### src/rtl/dram_arb_pkg.sv
// Shared definitions for the DRAM user-port arbiter.
//   arb_state_e   : transaction phase of the arbiter (IDLE, ISSUE, WAIT, DONE)
//   CTRL_*        : encoding of the 3-bit access control field forwarded to the
//                   memory controller ([1:0] size, [2] zero-extend)
package dram_arb_pkg;

  typedef enum logic [1:0] {
    IDLE  = 2'd0,
    ISSUE = 2'd1,
    WAIT  = 2'd2,
    DONE  = 2'd3
  } arb_state_e;

  localparam logic [1:0] CTRL_B        = 2'd0;
  localparam logic [1:0] CTRL_H        = 2'd1;
  localparam logic [1:0] CTRL_W        = 2'd2;
  localparam int         CTRL_UNSIGNED = 2;

endpackage

### src/rtl/dram_port_arbiter_rr_pick.sv
// Round-robin winner selection (purely combinational).
//   req   : request vector, one bit per requester
//   ptr   : index where the search starts; the search wraps past NREQ-1
//   grant : one-hot winner (all zero when nothing requests)
//   idx   : binary index of the winner
//   any   : at least one request is present
module rr_pick #(
  parameter int NREQ = 2,
  parameter int PW   = (NREQ > 1) ? $clog2(NREQ) : 1
) (
  input  logic [NREQ-1:0] req,
  input  logic [PW-1:0]   ptr,
  output logic [NREQ-1:0] grant,
  output logic [PW-1:0]   idx,
  output logic            any
);

  int   k;
  logic found;

  always_comb begin
    grant = '0;
    idx   = '0;
    any   = |req;
    found = 1'b0;
    k     = 0;
    for (int i = 0; i < NREQ; i++) begin
      k = int'(ptr) + i;
      if (k >= NREQ) k = k - NREQ;
      if (!found && req[k]) begin
        found    = 1'b1;
        grant[k] = 1'b1;
        idx      = PW'(k);
      end
    end
  end

endmodule

### src/rtl/dram_port_arbiter.sv
// Round-robin arbiter sharing the single DRAM_conRV user port among NREQ
// requesters. One transaction at a time: the winner's request is latched in
// IDLE, the enable is held until the memory reports busy, completion is seen
// when busy falls, and a one-cycle ack returns the read data.
//   clk, rst_x              : clock, asynchronous active-low reset
//   s_req/s_we/s_addr/
//   s_wdata/s_ctrl          : per-requester level request and its payload
//   s_ack, s_rdata          : one-hot completion pulse and returned data
//   m_rd_en/m_wr_en/m_addr/
//   m_wdata/m_ctrl          : registered command to the memory controller
//   m_rdata, m_busy         : data and busy status from the memory controller
//   o_grant                 : one-hot owner of the transaction in flight
//   o_timeout               : sticky watchdog flag
module dram_port_arbiter
  import dram_arb_pkg::*;
#(
  parameter int NREQ           = 2,
  parameter int TIMEOUT_CYCLES = 4095
) (
  input  logic                 clk,
  input  logic                 rst_x,
  input  logic [NREQ-1:0]      s_req,
  input  logic [NREQ-1:0]      s_we,
  input  logic [NREQ*32-1:0]   s_addr,
  input  logic [NREQ*32-1:0]   s_wdata,
  input  logic [NREQ*3-1:0]    s_ctrl,
  output logic [NREQ-1:0]      s_ack,
  output logic [31:0]          s_rdata,
  output logic                 m_rd_en,
  output logic                 m_wr_en,
  output logic [31:0]          m_addr,
  output logic [31:0]          m_wdata,
  output logic [2:0]           m_ctrl,
  input  logic [31:0]          m_rdata,
  input  logic                 m_busy,
  output logic [NREQ-1:0]      o_grant,
  output logic                 o_timeout
);

  localparam int PW = (NREQ > 1) ? $clog2(NREQ) : 1;
  localparam int CW = $clog2(TIMEOUT_CYCLES + 1);
  localparam logic [CW-1:0] TO_LIMIT = CW'(TIMEOUT_CYCLES);

  arb_state_e      state;
  logic [PW-1:0]   ptr;
  logic [NREQ-1:0] win_grant;
  logic [PW-1:0]   win_idx;
  logic            win_any;
  logic [CW-1:0]   wd_cnt;
  logic [CW-1:0]   wd_next;

  rr_pick #(.NREQ(NREQ), .PW(PW)) u_pick (
    .req   (s_req),
    .ptr   (ptr),
    .grant (win_grant),
    .idx   (win_idx),
    .any   (win_any)
  );

  // Watchdog count saturates at the limit so the flag cannot wrap away.
  function automatic logic [CW-1:0] wd_inc(input logic [CW-1:0] c);
    return (c == TO_LIMIT) ? c : c + 1'b1;
  endfunction

  function automatic logic [PW-1:0] ptr_after(input logic [PW-1:0] w);
    if (int'(w) == NREQ - 1) return '0;
    return w + 1'b1;
  endfunction

  assign wd_next = wd_inc(wd_cnt);

  always_ff @(posedge clk or negedge rst_x) begin
    if (!rst_x) begin
      state     <= IDLE;
      ptr       <= '0;
      wd_cnt    <= '0;
      o_timeout <= 1'b0;
      o_grant   <= '0;
      s_ack     <= '0;
      s_rdata   <= '0;
      m_rd_en   <= 1'b0;
      m_wr_en   <= 1'b0;
      m_addr    <= '0;
      m_wdata   <= '0;
      m_ctrl    <= '0;
    end else begin
      s_ack <= '0;
      unique case (state)
        // Requester inputs are only looked at here; later phases use the copy.
        IDLE: begin
          if (win_any) begin
            m_addr  <= s_addr[32*int'(win_idx) +: 32];
            m_wdata <= s_wdata[32*int'(win_idx) +: 32];
            m_ctrl  <= s_ctrl[3*int'(win_idx) +: 3];
            m_rd_en <= ~s_we[win_idx];
            m_wr_en <= s_we[win_idx];
            o_grant <= win_grant;
            ptr     <= ptr_after(win_idx);
            state   <= ISSUE;
          end
        end
        // Enable stays up until busy is seen; the controller ignores it while
        // refreshing, so lingering high cycles cannot start a second access.
        ISSUE: begin
          wd_cnt <= wd_next;
          if (wd_next == TO_LIMIT) o_timeout <= 1'b1;
          if (m_busy) begin
            m_rd_en <= 1'b0;
            m_wr_en <= 1'b0;
            state   <= WAIT;
          end
        end
        WAIT: begin
          if (wd_next == TO_LIMIT) o_timeout <= 1'b1;
          if (!m_busy) begin
            s_rdata <= m_rdata;
            s_ack   <= o_grant;
            wd_cnt  <= '0;
            state   <= DONE;
          end else begin
            wd_cnt <= wd_next;
          end
        end
        DONE: begin
          o_grant <= '0;
          state   <= IDLE;
        end
        default: state <= IDLE;
      endcase
    end
  end

endmodule
### config.mk
export PLATFORM = sky130hd
export DESIGN_NAME = dram_port_arbiter
export DESIGN_NICKNAME = d
export VERILOG_FILES = /design/src/rtl/dram_arb_pkg.sv /design/src/rtl/dram_port_arbiter_rr_pick.sv /design/src/rtl/dram_port_arbiter.sv
export SDC_FILE = /design/constraint.sdc
export NUM_CORES = 1
export LEC_CHECK = 0
export ABC_AREA = 0
export BUFFER_PORTS_ARGS = -buffer_cell sky130_fd_sc_hd__buf_2
export CAP_MARGIN = 20
export CORE_MARGIN = 4
export CORE_UTILIZATION = 50
export DETAILED_ROUTE_END_ITERATION = 10
export PLACE_DENSITY = 0.88
export SETUP_SLACK_MARGIN = 0.15
export SYNTH_ARGS = -nofsm -noshare
export SYNTH_HDL_FRONTEND = slang
export SYNTH_SLANG_ARGS = --single-unit
### constraint.sdc
create_clock -name clk -period 2.8 [get_ports clk]
set_input_delay 0.28 -clock clk [delete_from_list [all_inputs] [get_ports clk]]
set_output_delay 0.28 -clock clk [all_outputs]
set_load 0.05 [all_outputs]
### Word level (Yosys, flattened, before mapping)

Index checks and enable logic that the tools add are counted.

| storage, ports and cells | value |
|---|---|
| flip-flop bits (word level) | 121 |
| latch bits | 0 |
| RAM bits | 0 |
| bits in read-only memories | 0 |
| bits of input ports | 173 |
| output and inout bits | 106 |
| word-level logic and storage cells | 95 |
| memories kept | 0 |

| cells by class | value |
|---|---|
| $add $sub $neg | 5 |
| multiply operators | 1 |
| div/mod/pow operators | 0 |
| magnitude comparators | 7 |
| equal/unequal tests | 8 |
| shift operators | 3 |
| multiplexer cells | 40 |
| bitwise logic cells | 3 |
| reductions and logical operators | 16 |

Operators by type and width:

| kind | number |
|---|---|
| $shiftx 64x7->32 | 2 |
| $ge 32x1->1 const B | 2 |
| $lt 32x3->1 const B | 2 |
| $mux 32 | 2 |
| $ge 32x3->1 const B | 1 |
| $sub 32x3->32 const B | 1 |
| $eq 12x12->1 const B | 2 |
| $mux 12 | 2 |
| $pmux 12 s2 | 1 |
| $mux 1 | 21 |
| $mux 2 | 8 |
| $add 12x1->12 const B | 1 |
| $pmux 2 s4 | 1 |
| $reduce_and 2->1 | 4 |
| $reduce_and 3->1 | 2 |
| $reduce_bool 2->1 | 3 |
| $shiftx 6x4->3 | 1 |
| $eq 2x2->1 const B | 2 |
| $ne 2x2->1 const B | 2 |
| $pmux 1 s2 | 2 |
| $pmux 2 s2 | 1 |
| $reduce_or 2->1 | 2 |
| $logic_and 1x1->1 | 3 |
| $mul 2x1->3 const A | 1 |
| other kinds (12) | 14 |

### Depth between registers and ports, before layout

Gate-level depths: netlist of the first run.

| logic depth | value |
|---|---|
| depth after elaboration | 14 |
| depth in mapped cells | 7 |
| gate-level depth less buffers | 7 |

### Modules after synthesis

From an unflattened synthesis of the first run, not the netlist that was laid out.

| second synthesis, totals | value |
|---|---|
| cell total of the unflattened synthesis | 579 |
| area, all modules | 5,641.7 um2 |

By module, submodules not included:

| module | instances | cells an instance | area each (um2) | sequential area each (um2) |
|---|---|---|---|---|
| dram_port_arbiter | 1 | 574 | 5,609.1 | 3,027.9 |
| rr_pick | 1 | 5 | 32.5 | 0.0 |

### Worst setup path before layout of the first run

Ideal clock, no wire load.

| timing path | value |
|---|---|
| kind | reg2reg |
| from | register wd_cnt[0] |
| to | register o_timeout |
| setup time | 120 ps |
| arrival | 1,524 ps |
| required time | 2,680 ps |
| path slack | 1,155 ps |
| cell stages (with the launch flop) | 7 |
| path buffers | 1 |
| clock period less this slack | 1,645 ps |
| cells stage by stage | dfrtp_1 > ha_1 > clkbuf_1 > o21ai_0 > a32oi_1 > a211oi_1 > a41o_1 |

| between the ends | value |
|---|---|
| cells in the longest elaborated chain, start to end | 4 |
| elaborated cells between the ends (all ways) | 5 |
| classes of those cells | 1 x add/sub; 2 x eq/ne; 1 x mux; 1 x reduce/logical |

Ends and longest elaborated chain:

| item | line | RTL |
|---|---|---|
| from (decl) | dram_port_arbiter.sv:49 | `logic [CW-1:0] wd_cnt;` |
| from (signal assigned) | dram_port_arbiter.sv:105 | `wd_cnt <= wd_next;` |
| from (signal assigned) | dram_port_arbiter.sv:121 | `wd_cnt <= wd_next;` |
| $add 12x1->12 or $eq 12x12->1 (tied branches) | dram_port_arbiter.sv:62 | `return (c == TO_LIMIT) ? c : c + 1'b1;` |
| $mux 12 * | dram_port_arbiter.sv:62 |  |
| $eq 12x12->1 * | dram_port_arbiter.sv:106, dram_port_arbiter.sv:114 |  |
| $reduce_and 2->1 (no line) * | n/a |  |
| to (signal assigned) | dram_port_arbiter.sv:77 | `o_timeout <= 1'b0;` |
| to (signal assigned) | dram_port_arbiter.sv:106 | `if (wd_next == TO_LIMIT) o_timeout <= 1'b1;` |
| to (signal assigned) | dram_port_arbiter.sv:114 | `if (wd_next == TO_LIMIT) o_timeout <= 1'b1;` |
| to (decl) | dram_port_arbiter.sv:37 | `output logic o_timeout` |

Every way passes the cells marked *; elsewhere a longest branch is shown, timed or not.
A chain may end at the register's enable or synchronous reset.

### Final worst setup path of the first run

| timing path | value |
|---|---|
| from | register wd_cnt[0] |
| to | register wd_cnt[0] |

| between the ends | value |
|---|---|
| cells in the longest elaborated chain, start to end | 4 |
| elaborated cells between the ends (all ways) | 5 |
| classes of those cells | 1 x add/sub; 1 x eq/ne; 3 x mux |

Ends and longest elaborated chain:

| item | line | RTL |
|---|---|---|
| $add 12x1->12 or $eq 12x12->1 (tied branches) | dram_port_arbiter.sv:62 |  |
| $mux 12 * | dram_port_arbiter.sv:62 |  |
| $mux 12 | dram_port_arbiter.sv:115 | `if (!m_busy) begin` |
| $pmux 12 s2 * | dram_port_arbiter.sv:88 | `unique case (state)` |

Marked as above.

==> summary.md, run 1 <==
| Metric | Value |
|---|---|
| Syn nets | 753 |
| Final min period | 2016 ps |
| Violated checks | negative hold slack |
| Hold Buf Count CTS | 0 |
| Syn avg cell area | 9.777 um2 |
| Hold WS | -73.72 ps |
| Post-placement cell count | 967 |
| Root Buffer Master | clkbuf_16 |
| Distinct cells, synth | 48 |
| WS Path Type | reg2reg |
| Max Slew Vio Count | 0 |
| Most frequent cells in the layout | buf_2 (277), nand2_1 (179), dfrtp_1 (121) |
| Clk slew on worst S/H paths | 60 ps |
| Final hold vios | 35 |
| Max Cap Violations | 0 |
| Final cell count without fillers | 999 |
| Via count | 5142 |
| Initial cell density of the core | 0.5141 |
| Standard-cell rows | 38 |
| Layout cells sized above 1 | 0.3877 |
| Total gr overflow | 0 |
| Family with the most delay on the worst path | simple AND/OR/NAND/NOR gates |
| Max-Slew Margin vs Limit | 0.5643 |
| Commonest non-fill, non-tap cell in the layout | buf_2 |
| Core Area | 10940 um2 |
| Post-synthesis cell area | 5622 um2 |
| Die width | 114.0 um |
| VDD IR-drop max | 0.8615 mV |
| Period Utilization, post-route | 0.7201 |
| Primary FF master, synth | dfrtp_1 |
| CTS buffer count | 17 |
| Buf/Inv on CP | 0 |
| Cells after Synth | 575 |
| # IOs | 279 |
| Drt initial violations | 404 |
| Register area share after synthesis | 0.5386 |
| PD cells | 1369 nW/um2 |
| H-tree levels | 4 |
| Final antenna-violating net count | 0 |
| Initial antenna violation count | 0 |
| Largest net degree at the start of global routing | 122 |
| Number of diodes | 0 |
| Worst-margin pin slew | 653.6 ps |
| Post-CTS setup buffer count | 0 |
| # DRC | 0 |
| Post-DR vias/cell | 5.147 |
| Leakage | 4.338 nW |
| DP Wirelength | 11.74 mm |
| Setup TNS | 0 ps |
| P&R area growth vs syn | 38.17% |
| Crit start category | register |
| Status | finished, violations left |
| Register bit total from synthesis | 121 |
| Die ar. | 13000 um2 |
| Clock Sinks | 121 |
| CTS tree | done |
| All-Layer GR Usage | 0.2380 |
| RSZ-0062 raised after global routing | no |
| Largest fanout on the critical path | 12 |
| Nets | 1024 |
| Die height | 114.0 um |
| Max Clock Freq | 495.9 MHz |
| Filler cells | 843 |
| Skew final | 10.52 ps |
| Worst Path Required | 3080 ps |
| CP cell instances | ha_1 -> nand2_1 -> nor4_4 -> nor2_1 -> mux2_2 |
| Synth Warn # | 0 |
| Worst EP arrival | 2300 ps |
| Async SR Flop Fraction | 1.000 |
| Final setup viols | 0 |
| Routed wire length | 15.46 mm |
| Min-Delay Path Class | in2async |
| Drt wl/cell | 15.48 um |
| Resized cells post-CTS | 0 |
| I/O Buffers | 278 |
| Skew-Pair Late Insertion Delay | 400 ps |
| GPL Wtd Cong | 0.8636 |
| Max clock buf depth | 2 |
| Vias in the first global route | 4965 |
| TritonRoute pass-1 iters | 4 |
| Number of flops mapped to enable cells by yosys | 0 |
| Slowest CP cell | dfrtp_1 |
| Slowest stage delay, CP | 480 ps |
| Crit path capture type | register |
| Global-route wire length before repair | 24.55 mm |
-- registers in the layout, indices dropped and copies added (netlist names) --
register	cells
m_wdata	32
m_wr_en	1
m_rd_en	1
ptr	1
o_timeout	1
s_ack	2
m_addr	32
o_grant	2
m_ctrl	3
state	2
wd_cnt	12
s_rdata	32
-- cells by family (layout without fill, tap and decap cells) --
family          Yosys count  count (layout)  synth area share
compound gates          126             126            0.1333
xor+xnor                  2               2          0.003117
fa+ha+maj                 5               5           0.01113
buf+inv                  41             325           0.03072
flops                   121             121            0.5386
mux                      70              70            0.1249
simple gates            210             210            0.1582
-- cell type report --
| type | count | area [um2] | share of cell area |
|---|---|---|---|
| tap | 140 | 175.2 | 0.02255 |
| clock buffer | 19 | 452.9 | 0.05831 |
| clock inverter | 13 | 143.9 | 0.01852 |
| timing repair buffer | 288 | 1506 | 0.1939 |
| sequential | 121 | 3028 | 0.3898 |
| multi-input combinational | 413 | 2442 | 0.3144 |
| inverter | 5 | 18.77 | 0.002416 |
-- path summary, 6_finish.rpt --
kind	from	to	slack [ps]	cells after the start
max	wd_cnt[0]$_DFFE_PN0P_	wd_cnt[0]$_DFFE_PN0P_	780	5
min	rst_x	wd_cnt[1]$_DFFE_PN0P_	-70	2
max reg2reg	wd_cnt[0]$_DFFE_PN0P_	wd_cnt[0]$_DFFE_PN0P_	780	5
min reg2reg	s_rdata[19]$_DFFE_PN0P_	s_rdata[19]$_DFFE_PN0P_	460	2
max in group asynchronous	rst_x	s_ack[0]$_DFF_PN0_	2330	2
min in group clk	m_rdata[2]	s_rdata[2]$_DFFE_PN0P_	70	3
-- synth_stat cells (2+ instances only) --
cell type,n,area share
a32oi_1,2,0.0031
buf_1,5,0.0033
mux2i_1,69,0.12
o211ai_1,2,0.0027
o21ai_1,21,0.019
inv_1,5,0.0033
a22o_1,6,0.0093
and3_1,2,0.0022
buf_2,6,0.0053
xnor2_1,2,0.0031
o21ai_0,55,0.049
clkbuf_1,22,0.015
a31oi_1,4,0.0045
a21oi_1,13,0.012
ha_1,5,0.011
dfrtp_1,121,0.54
o31ai_1,7,0.0093
nor2_1,8,0.0053
and2_1,3,0.0033
nand2b_1,2,0.0022
buf_4,3,0.0040
nand2_1,179,0.12
nor2b_1,2,0.0022
a41o_1,2,0.0036
nand3_1,6,0.0053
-- power breakdown --
part,switching [mW],leakage (nW),internal [mW]
Sequential,0.530,1.52,2.56
Clock,0.788,0.282,1.36
Combinational,4.07,2.54,1.32
Total,5.39,4.34,5.24
-- per-layer routing --
metal / global-route usage / routed length [um] / vias to the layer above
li1: - / - / 2527
met1: 0.2985 / 6077 / 2362
met2: 0.4024 / 7831 / 226
met3: 0.06260 / 1217 / 27
met4: 0.07759 / 336 / 0
met5: 0 / 0 / -
-- through the flow --
step	hold slack [ps]	utilization	power [mW]	setup slack, ps	instance area [um2]
global placement	422.0	0.6557	8.381	880.3	7171
floorplan	-15.59	-	7.079	1155	5622
finish	-73.72	0.7103	10.64	783.6	7767
CTS	3.236	0.7103	10.72	804.8	7767
detailed placement	430.5	0.6557	8.530	801.9	7171
global route	14.33	0.7103	11.27	602.7	7767
Note: power is estimated with default switching activity, not from simulation.
==> run 2: changes to the inputs <==
CORE_UTILIZATION = 42   (was 50)
PLACE_DENSITY = 0.79   (was 0.88)
clock period = 1.76 ns   (was 2.8 ns; I/O delays follow)
==> run 2 against run 1 <==
Net effect: the flow now finishes without violations; global-route usage is 2.6 points lower; flip-flop and latch count stayed put; register-to-register slack worse by 760 ps; power is 67% higher; sequential share of layout area is 3.6 points lower; wire length is 12% higher; fmax is 16% higher; final area is 11% higher; sequential power is 59% higher; final cell count is 9.9% higher; clock power is 63% higher; hold slack better by 110 ps; critical path type unchanged; critical endpoint is now o_timeout$_DFFE_PN0P_; largest cell class unchanged; largest power group unchanged.
==> summary.md, run 2 (synthesized netlist as in run 1, its figures left out) <==
| Metric | Value |
|---|---|
| WHS Endpoint | m_ctrl[2]$_DFFE_PN0P_ |
| Pre-CTS setup slack | 23.45 ps |
| RSZ-0062 raised after global routing | yes |
| Reg2reg end | o_timeout$_DFFE_PN0P_ |
| TritonRoute pass-1 iters | 5 |
| Initial antenna violation count | 1 |
| Max Clock Freq | 574.4 MHz |
| Most frequent cells in the layout | buf_2 (277), nand2_1 (178), dfrtp_1 (113) |
| Core Area | 13190 um2 |
| Crit start category | register |
| WHS Path Cells | 3 |
| Commonest non-fill, non-tap cell in the layout | buf_2 |
| VDD IR-drop max | 1.128 mV |
| Drt wl/cell | 15.71 um |
| Period Utilization, post-route | 0.9893 |
| Vias in the first global route | 5300 |
| GPL Wtd Cong | 0.8600 |
| I/O Buffers | 278 |
| Post-DR vias/cell | 5.003 |
| Final min period | 1741 ps |
| PD cells | 2074 nW/um2 |
| Max Cap Violations | 0 |
| Worst-margin pin slew | 537.7 ps |
| All-Layer GR Usage | 0.2125 |
| Final setup margin | 18.91 ps |
| WS Path Type | reg2reg |
| DP Wirelength | 11.51 mm |
| Skew-Pair Late Insertion Delay | 410 ps |
| H-tree levels | 4 |
| Min-Delay Path Class | in2reg |
| Die height | 123.7 um |
| R2r setup slk | 20 ps |
| Clock Sinks | 121 |
| Status | finished clean |
| Initial cell density of the core | 0.4262 |
| # DRC | 0 |
| CTS tree | done |
| Routed wire length | 17.25 mm |
| Crit path capture type | register |
| Max-Slew Margin vs Limit | 0.6402 |
| Setup TNS | 0 ps |
| Clk slew on worst S/H paths | 60 ps |
| Root Buffer Master | clkbuf_16 |
| Nets | 1087 |
| Global-route wire length before repair | 25.12 mm |
| Tot Pwr | 17.81 mW |
| Final setup viols | 0 |
| Number of diodes | 0 |
| Drt initial violations | 362 |
| Die ar. | 15300 um2 |
| Via count | 5493 |
| Max Slew Vio Count | 0 |
| Biggest regs | m_addr: 32 flops, m_wdata: 32 flops, s_rdata: 32 flops |
| Critical R2R Launch | wd_cnt[5]$_DFFE_PN0P_ |
| Final antenna-violating net count | 0 |
| Max clock buf depth | 2 |
| Die width | 123.7 um |
| CTS buffer count | 17 |
| Largest net degree at the start of global routing | 57 |
| Largest fanout on the critical path | 10 |
| FF-to-FF path depth | 5 |
| # IOs | 279 |
| Hold Startpoint | s_ctrl[5] |
| P&R area growth vs syn | 52.79% |
| Standard-cell rows | 42 |
| Worst EP arrival | 2070 ps |
| Total gr overflow | 0 |
| Worst Path Required | 2090 ps |
| Leakage | 4.678 nW |
| Skew final | 5.429 ps |
| Layout cells sized above 1 | 0.4154 |
| Final hold vios | 0 |
[run 2: repair_timing]
item | 4_1_cts | 5_1_grt
endpoints found under the setup margin | 31 | 32
gates resized for setup | 12 | 25
endpoints found under the hold margin | 61 | 0
gates cloned | 0 | 1
buffers inserted | 1 | 16
pin swaps | 4 | 9
hold buffers | 33 | 0
[run 2: worst max-delay path by stage]
stage,start,to,slack [ps],cells after the start
floorplan,wd_cnt[0]$_DFFE_PN0P_,o_timeout$_DFFE_PN0P_,200,6
global placement,wd_cnt[3]$_DFFE_PN0P_,wd_cnt[0]$_DFFE_PN0P_,90,4
detailed placement,wd_cnt[3]$_DFFE_PN0P_,wd_cnt[0]$_DFFE_PN0P_,20,4
CTS,wd_cnt[0]$_DFFE_PN0P_,o_timeout$_DFFE_PN0P_,160,6
global route,wd_cnt[5]$_DFFE_PN0P_,o_timeout$_DFFE_PN0P_,9,5
finish,wd_cnt[5]$_DFFE_PN0P_,o_timeout$_DFFE_PN0P_,20,5
[run 2: critical path: stages, from the launching register on]
cell and delay (ps):
dfrtp_2 450, and4_2 300, nand4_4 180, nand2_1 110, o31ai_1 370, a41o_1 250
[run 2: area by class of cell]
class                      instances  area (um2)
tap                              176       220.2
sequential                       121        3038
multi-input combinational        413        2556
inverter                           5       18.77
timing repair buffer             351        2157
clock buffer                      24       481.7
fill                            1029        4601
clock inverter                     8       117.6
[run 2: power breakdown]
part | internal [mW] | total [mW] | switching, mW
sequential | 4.09 | 4.90 | 0.809
combinational | 2.61 | 9.42 | 6.81
clock | 2.33 | 3.50 | 1.17
total | 9.02 | 17.8 | 8.79
[run 2: metal layers]
layer	track usage	vias to the layer above	wire length, um
met2	0.3674	255	8795
met3	0.05858	37	1413
met5	0	-	7
met1	0.2456	2549	6556
met4	0.09481	2	478
li1	-	2650	-
[run 2: per-stage QoR]
| step | util | instance area, um2 | hold slack (ps) | std cells |
|---|---|---|---|---|
| after global placement | 0.5577 | 7356 | 148.7 | 1015 |
| after detailed placement | 0.5577 | 7356 | 153.6 | 1015 |
| after CTS | 0.6323 | 8341 | 21.34 | 1081 |
| after floorplan | - | 5623 | -119.6 | 575 |
| after global routing | 0.6512 | 8589 | 43.36 | 1098 |
| final | 0.6512 | 8589 | 39.65 | 1098 |
